<file path="src/rtl/instr_fetch_unit.sv">
// Instruction fetch unit: owns the PC, issues addresses to a single-cycle-latency
// instruction memory, and hands instructions to decode with stall/redirect support.
module instr_fetch_unit #(
  parameter logic [31:0] RESET_PC = 32'h00000000,
  parameter logic [31:0] NOP_WORD = 32'h00000033,
  parameter logic [31:0] ERR_WORD = 32'hDEADBEEF
) (
  input  logic        clk,
  input  logic        rst,
  input  logic        stall_i,
  input  logic        redirect_i,
  input  logic [31:0] redirect_pc_i,
  output logic [31:0] imem_addr_o,
  input  logic [31:0] imem_rdata_i,
  output logic [31:0] instr_o,
  output logic [31:0] pc_o,
  output logic        valid_o,
  output logic        fault_o
);

  typedef enum logic {RUN, HOLD} state_t;

  state_t      state, state_nxt;
  logic [31:0] pc_q, req_pc_q, hold_instr_q, hold_pc_q;
  logic        req_valid_q;
  logic        advance, capture;

  always_ff @(posedge clk or posedge rst) begin
    if (rst) state <= RUN;
    else     state <= state_nxt;
  end

  // Redirect beats everything, including a stall held in HOLD.
  always_comb begin
    state_nxt = state;
    advance   = 1'b0;
    capture   = 1'b0;
    if (redirect_i) begin
      state_nxt = RUN;
    end else begin
      case (state)
        RUN: begin
          if (!req_valid_q) begin
            advance = 1'b1;
          end else if (stall_i) begin
            capture   = 1'b1;
            state_nxt = HOLD;
          end else begin
            advance = 1'b1;
          end
        end
        HOLD: begin
          if (!stall_i) begin
            advance   = 1'b1;
            state_nxt = RUN;
          end
        end
        default: state_nxt = RUN;
      endcase
    end
  end

  always_comb begin
    valid_o = 1'b0;
    instr_o = NOP_WORD;
    pc_o    = req_pc_q;
    if (state == HOLD) begin
      pc_o = hold_pc_q;
      if (!redirect_i) begin
        valid_o = 1'b1;
        instr_o = hold_instr_q;
      end
    end else if (req_valid_q && !redirect_i) begin
      valid_o = 1'b1;
      instr_o = imem_rdata_i;
    end
    fault_o = valid_o && (instr_o == ERR_WORD);
  end

  assign imem_addr_o = pc_q;

  always_ff @(posedge clk or posedge rst) begin
    if (rst) begin
      pc_q         <= RESET_PC;
      req_valid_q  <= 1'b0;
      req_pc_q     <= 32'h0;
      hold_instr_q <= 32'h0;
      hold_pc_q    <= 32'h0;
    end else if (redirect_i) begin
      pc_q        <= {redirect_pc_i[31:2], 2'b00};
      req_valid_q <= 1'b0;
    end else if (advance) begin
      pc_q        <= pc_q + 32'd4;
      req_pc_q    <= pc_q;
      req_valid_q <= 1'b1;
    end else if (capture) begin
      // The in-flight word for pc_q is dropped; pc_q is reissued on release.
      hold_instr_q <= imem_rdata_i;
      hold_pc_q    <= req_pc_q;
      req_valid_q  <= 1'b0;
    end
  end

endmodule

</file>
<file path="config.mk">
export PLATFORM = sky130hd
export DESIGN_NAME = instr_fetch_unit
export DESIGN_NICKNAME = d
export VERILOG_FILES = /design/src/rtl/instr_fetch_unit.sv
export SDC_FILE = /design/constraint.sdc
export NUM_CORES = 1
export LEC_CHECK = 0
export ABC_AREA = 1
export CAP_MARGIN = 40
export CELL_PAD_IN_SITES_DETAIL_PLACEMENT = 0
export CELL_PAD_IN_SITES_GLOBAL_PLACEMENT = 1
export CORE_MARGIN = 2
export CORE_UTILIZATION = 32
export CTS_CLUSTER_DIAMETER = 50
export DETAILED_ROUTE_END_ITERATION = 8
export HOLD_SLACK_MARGIN = 0.05
export PLACE_DENSITY_LB_ADDON = 0.05
export SLEW_MARGIN = 20
export SYNTH_ARGS = -nofsm -noshare
export SYNTH_HDL_FRONTEND = slang
export SYNTH_SLANG_ARGS = --single-unit
export TNS_END_PERCENT = 30
</file>
<file path="constraint.sdc">
create_clock -name clk -period 4.08 [get_ports clk]
set_input_delay 0.612 -clock clk [delete_from_list [all_inputs] [get_ports clk]]
set_output_delay 0.612 -clock clk [all_outputs]
set_load 0.02 [all_outputs]
</file>
==> run_results.csv, run 1 <==
group,metric,value,unit
outcome,status,"finished, final reports clean",
route,wirelength,19.3,mm
setup_path,cp_common_cell,"nand2_1",
floorplan,core_area,20100,µm²
place,numPortBuffers,159,
place,dp.final_hpwl,13.7,mm
global_routing,grt_pass1_wl,31.9,mm
sta,rsz0062_at_grt,"false",
power_and_ir_drop,p_int,2760,µW
power_and_ir_drop,power_density,466,nW/µm²
clock_tree,insertion_delay,410,ps
setup_path,cpPeakStageDelay,690,ps
power_and_ir_drop,ir_drop,0.249,mV
finish,area_growth,36.1,%
floorplan,dieHeight,147,µm
global_routing,gr-total-overflow,0,
synth,seq_area_frac_synth,47.6,%
sta,setup_viol,0,
global_routing,grt_max_degree,61,
synth,synth-compound-area-share,14.1,%
setup_path,worst_ep_required_time,3470,ps
power_and_ir_drop,clock_power_share,33.2,%
clock_tree,cts_sinks,124,
worst_hold_path,hold_class,"flop to flop",
route,met1_length,9.83,mm
route,met3_length,854,µm
clock_tree,cts_tree,"yes",
synth,synthCells,898,
setup_path,worstSetupPathType,"flop to output port",
floorplan,rows,52,
setup_path,start_kind,"flop",
synth,postSynthAreaPerCell,7.26,µm²
sta,relSlewSlack,52.3,%
global_routing,antenna_found_initial,0,
sta,finalSetupTns,0,ps
sta,fin_crit_sh,88.7,%
synth,synthAdderAreaFrac,0.192,%
finish,fillerInstances,2105,
synth,syn_area,6520,µm²
power_and_ir_drop,power.switching,1380,µW
synth,yosys.area_share.simple,26.8,%
finish,layout.nets,1114,
floorplan,die_area,21500,µm²
sta,maxSlewViolCount,0,
power_and_ir_drop,pwr-share-comb,26.6,%
route,wl_met2,8.50,mm
floorplan,io_pins,166,
power_and_ir_drop,p_seq_share,40.2,%
floorplan,start_util,32.4,%
sta,timing.hold.ws,472,ps
route,topRoutingLayerUsed,"met4",
route,ant_nets,0,
route,drt_iter0_markers,288,
synth,synth-seq-cells,124,
setup_path,worst_ep_arrival_time,3010,ps
place,dp_cells,1296,
finish,regArea,3100,µm²
synth,synth_edf_count,0,
place,gp_congestion,0.791,
sta,fin_skew,6.64,ps
run,cap_violations,0,
synth,ys_async_sr_fraction,100,%
synth,synth_xor_xnor_area_share,0.538,%
route,via_count,5935,
clock_tree,cts_max_level,4,
synth,synth_cell_types,35,
route,wl_per_cell,14.5,µm
setup_path,cp_max_fo,14,
setup_path,crit_chain,"nand2_1 > nor2_2 > nand2_1 > o21ai_1 > nand2_1 > nor2_1 > nand3_1 > nor2_1 > clkdlybuf4s50_1",
sta,final-hold-violation-count,0,
synth,synthFlopType,"dfrtp_1",
sta,min_period,3620,ps
route,vias_per_cell,4.47,
power_and_ir_drop,leakage,0.00409,µW
finish,mostFrequentLayoutCells,"nand2_1 (281), clkdlybuf4s50_1 (159), dfrtp_1 (123)",
finish,multi_input_area,2730,µm²
clock_tree,cts_hold_repair.buffers,0,
sta,worst_pin_slew,715,ps
global_routing,grt_pass1_vias,5832,
finish,num_antenna_cells,0,
global_routing,globalRouteTotalUtil,18.7,%
finish,final_cells,1328,
synth,ys_warn_count,0,
route,dr.pass1.iters,5,
clock_tree,cts_buffers,17,
finish,final_common_cell,"nand2_1",
clock_tree,cts-root-buf,"clkbuf_16",
synth,synth_top_family_by_area,"simple AND/OR/NAND/NOR gates",
setup_path,cp-end-kind,"output port",
sta,clock.fmax,0.276,GHz
clock_tree,postCtsSetupBuffers,0,
route,drc,0,
setup_path,cpMaxStageDelayCell,"dfrtp_1",
clock_tree,cts_resized,0,
power_and_ir_drop,p_sw_share,33.3,%
finish,drive_gt1_share,5.67,%
floorplan,dieWidth,147,µm
clock_tree,cts_buffer_depth,2,
synth,synthMuxAreaShare,0,%
clock_tree,clk_pin_slew_worst_paths,60,ps
cell usage after synthesis (8+ instances only):
cell type / number / area share [%]
nand2_1: 281 / 16
dfrtp_1: 124 / 48
inv_1: 118 / 6.8
o21ai_0: 98 / 7.5
nor2_1: 62 / 3.6
nand3_1: 53 / 4.1
o21ai_1: 40 / 3.1
clkbuf_1: 17 / 0.98
a21oi_1: 16 / 1.2
buf_2: 16 / 1.2
nand4_1: 10 / 0.96
buf_4: 9 / 1.0
o211ai_1: 8 / 0.92
critical path: cells and delay by family (launching register included):
family | cells | cell delay (ps)
and+or+nand+nor | 7 | 1170
DFF | 1 | 690
buffers and inverters | 1 | 600
AOI/OAI and AO/OA | 1 | 130
worst paths after layout:
path / from / endpoint / slack, ps / cells after the start
hold reg to reg: hold_instr_q[27] / hold_instr_q[27] / 470 / 2
hold / removal: hold_instr_q[27] / hold_instr_q[27] / 470 / 2
setup reg to reg: req_valid_q / imem_addr_o[30] / 1710 / 8
max in group asynchronous: rst / hold_instr_q[25] / 2580 / 3
setup / recovery: req_valid_q / fault_o / 460 / 9
min in group asynchronous: rst / hold_instr_q[19] / 690 / 2
stage by stage:
| stage | util, % | instance area (µm²) | setup WS [ps] | total power [µW] |
|---|---|---|---|---|
| after CTS | 44.1 | 8870 | 389 | 4200 |
| after detailed placement | 41.4 | 8330 | 491 | 2800 |
| after floorplan | - | 6530 | 169 | 2300 |
| after global placement | 41.4 | 8330 | 468 | 2790 |
| after global routing | 44.1 | 8870 | 101 | 4410 |
| final | 44.1 | 8870 | 462 | 4140 |
metal layers:
| layer | track usage (%) | vias to the layer above |
|---|---|---|
| li1 | - | 3139 |
| met1 | 27.2 | 2656 |
| met2 | 28.2 | 131 |
| met3 | 4.13 | 9 |
| met4 | 4.81 | 0 |
| met5 | 0 | - |
power by group through the flow:
stage / Combinational (µW) / Clock, µW / Sequential, µW
floorplan: 616 / 0 / 1680
global placement: 1110 / 0 / 1680
detailed placement: 1120 / 0 / 1680
CTS: 1120 / 1420 / 1660
global route: 1230 / 1480 / 1700
finish: 1100 / 1370 / 1660
area by class of cell:
class / count / share of cell area, %
well taps: 270 / 3.81
flip-flops and latches: 124 / 35.0
repair buffers: 171 / 19.1
multi-input cells: 608 / 30.8
clock inverters: 13 / 1.07
inverters: 123 / 5.23
clock buffers: 19 / 4.99
cell families (layout without fill, tap and decap cells):
logic type	count (synthesis)	after routing
AOI/OAI and AO/OA	174	174
xor gates and xnor gates	4	4
adders and majority gates	1	1
buffers and inverters	169	326
DFF	124	124
other	1	4
and+or+nand+nor	425	425
sequential cells by signal (all words and copies together) (netlist names):
signal        cells
hold_instr_q     32
hold_pc_q        30
imem_addr_o      30
req_pc_q         30
req_valid_q       1
state             1
Power figures use the tool's default switching activity.
==> run 2, diff against run 1 <==
Settings changed: CORE_UTILIZATION 32 to 39, CTS_BUF_LIST set to sky130_fd_sc_hd__clkbuf_2.
Clock period 4.08 ns to 4.35 ns, I/O delays scaled along.
==> run 2 against run 1 <==
Net effect:
- utilization rose by 7.6 points
- non-clock buffer count fell by 2
- clock power fell by 41%
- die area fell by 17%
- sequential share of layout area rose by 1.5 points
- register-to-register slack got worse by 20 ps
- final cell count fell by 3.8%
- setup slack got worse by 27 ps
- total power fell by 18%
- clock-buffer cell count rose by 4
- critical path type unchanged
- largest cell class unchanged
- largest power group unchanged
==> run_results.csv, run 2 (same netlist as run 1, synthesis figures left out) <==
group,metric,value,unit
outcome,status,"finished, final reports clean",
setup_path,cpMaxStageDelayCell,"dfrtp_1",
clock_tree,insertion_delay,660,ps
global_routing,grt_pass1_wl,29.5,mm
run,cap_violations,0,
finish,multi_input_area,2730,µm²
finish,drive_gt1_share,5.49,%
global_routing,antenna_found_initial,1,
sta,relSlewSlack,57.5,%
route,vias_per_cell,4.74,
finish,fillerInstances,1639,
sta,maxSlewViolCount,0,
route,dr.pass1.iters,5,
place,dp.final_hpwl,12.9,mm
global_routing,gr-total-overflow,0,
clock_tree,cts-root-buf,"clkbuf_2",
finish,largest_register_ffs,32,
sta,rsz0062_at_grt,"false",
floorplan,rows,47,
power_and_ir_drop,power_density,398,nW/µm²
sta,min_period,3910,ps
worst_hold_path,hold_class,"input port to async pin",
route,via_count,6059,
setup_path,cp_common_cell,"nand2_1",
finish,area_growth,30.6,%
place,dpl_cell_area,8250,µm²
floorplan,core_area,16500,µm²
setup_path,crit_chain,"nand2_1 > nor2_2 > nand2_1 > o21ai_1 > nand2_1 > nor2_1 > nand3_1 > nor2_1 > clkdlybuf4s50_1",
power_and_ir_drop,leakage,0.00400,µW
finish,fin_area,8510,µm²
floorplan,die_area,17800,µm²
setup_path,cp_max_fo,14,
finish,largest-register,"hold_instr_q",
place,numPortBuffers,159,
finish,final_common_cell,"nand2_1",
setup_path,worstSetupPathType,"flop to output port",
sta,timing.hold.ws,400,ps
clock_tree,clk_pin_slew_worst_paths,180,ps
global_routing,globalRouteTotalUtil,21.0,%
route,drc,0,
finish,mostFrequentLayoutCells,"nand2_1 (281), clkdlybuf4s50_1 (159), dfrtp_1 (123)",
clock_tree,postCtsSetupBuffers,0,
clock_tree,cts_hold_repair.buffers,0,
global_routing,grt_pass1_vias,5593,
sta,worst_pin_slew,638,ps
sta,fin_crit_sh,90.0,%
clock_tree,cts_max_level,4,
setup_path,cpPeakStageDelay,740,ps
floorplan,dieWidth,133,µm
clock_tree,cts_sinks,124,
floorplan,io_pins,166,
power_and_ir_drop,ir_drop,0.157,mV
place,gp_congestion,0.804,
route,ant_nets,0,
route,drt_iter0_markers,333,
sta,final-hold-violation-count,0,
clock_tree,cts_buffers,17,
setup_path,start_kind,"flop",
sta,fin_skew,21.5,ps
floorplan,dieHeight,133,µm
setup_path,worst_ep_arrival_time,3260,ps
route,wirelength,18.2,mm
clock_tree,cts_resized,0,
finish,layout.nets,1112,
sta,finalSetupTns,0,ps
clock_tree,cts_buffer_depth,2,
setup_path,cp-end-kind,"output port",
setup_path,worst_ep_required_time,3700,ps
sta,setup_viol,0,
global_routing,grt_max_degree,79,
finish,regArea,3100,µm²
clock_tree,cts_tree,"yes",
route,wl_per_cell,14.3,µm
floorplan,start_util,39.6,%
sta,clock.fmax,0.255,GHz
## run 2: cell count changes in the layout (fill, tap and decap cells not counted), sizes merged
cell / delta
diode: +1
clkinvlp: -6
bufinv: +4
buf: -2
clkbuf: +4
inv: -2
## run 2: final timing paths
check                              endpoint             start  depth (start not counted)  slack (ps)
min in group clk           hold_instr_q[17]  hold_instr_q[17]                          2         490
min                        hold_instr_q[12]               rst                          2         400
max                                 fault_o       req_valid_q                          9         440
max reg2reg                 imem_addr_o[18]             state                          6        1690
min reg2reg                hold_instr_q[17]  hold_instr_q[17]                          2         490
max in group asynchronous     hold_pc_q[23]               rst                          3        3110
## run 2: report_power, final
group          leakage [µW]  switching (µW)  internal [µW]
clock              0.000169             429            387
sequential          0.00152             150           1400
combinational       0.00231             590            437
total               0.00400            1170           2220
## run 2: final cells by class
cell class	count	share of cell area, %
multi-input combinational	608	32.1
tap	220	3.23
sequential	124	36.5
timing repair buffer	169	19.7
clock buffer	23	1.35
clock inverter	9	1.69
inverter	123	5.45
antenna	1	0.0294
## run 2: metal layers
metal	track usage [%]	wire length [µm]	vias to the layer above
met5	0	0	-
met2	31.3	8000	181
met3	4.53	1020	11
met4	5.08	125	0
met1	31.1	9070	2739
li1	-	-	3128
## run 2: through the flow
stage / power, µW / instances / util, % / worst slack, ps
after global routing: 3610 / 1277 / 51.7 / 93.6
after detailed placement: 2610 / 1244 / 50.1 / 659
after global placement: 2600 / 1244 / 50.1 / 675
final: 3390 / 1277 / 51.7 / 435
after floorplan: 2150 / 901 / - / 398
after CTS: 3430 / 1276 / 51.7 / 394
## run 2: worst max-delay path, delay by kind of cell, from the launching register on
kind                   cells  cell delay [ps]
AOI/OAI and AO/OA          1              130
buffers and inverters      1              600
DFF                        1              740
and+or+nand+nor            7             1110
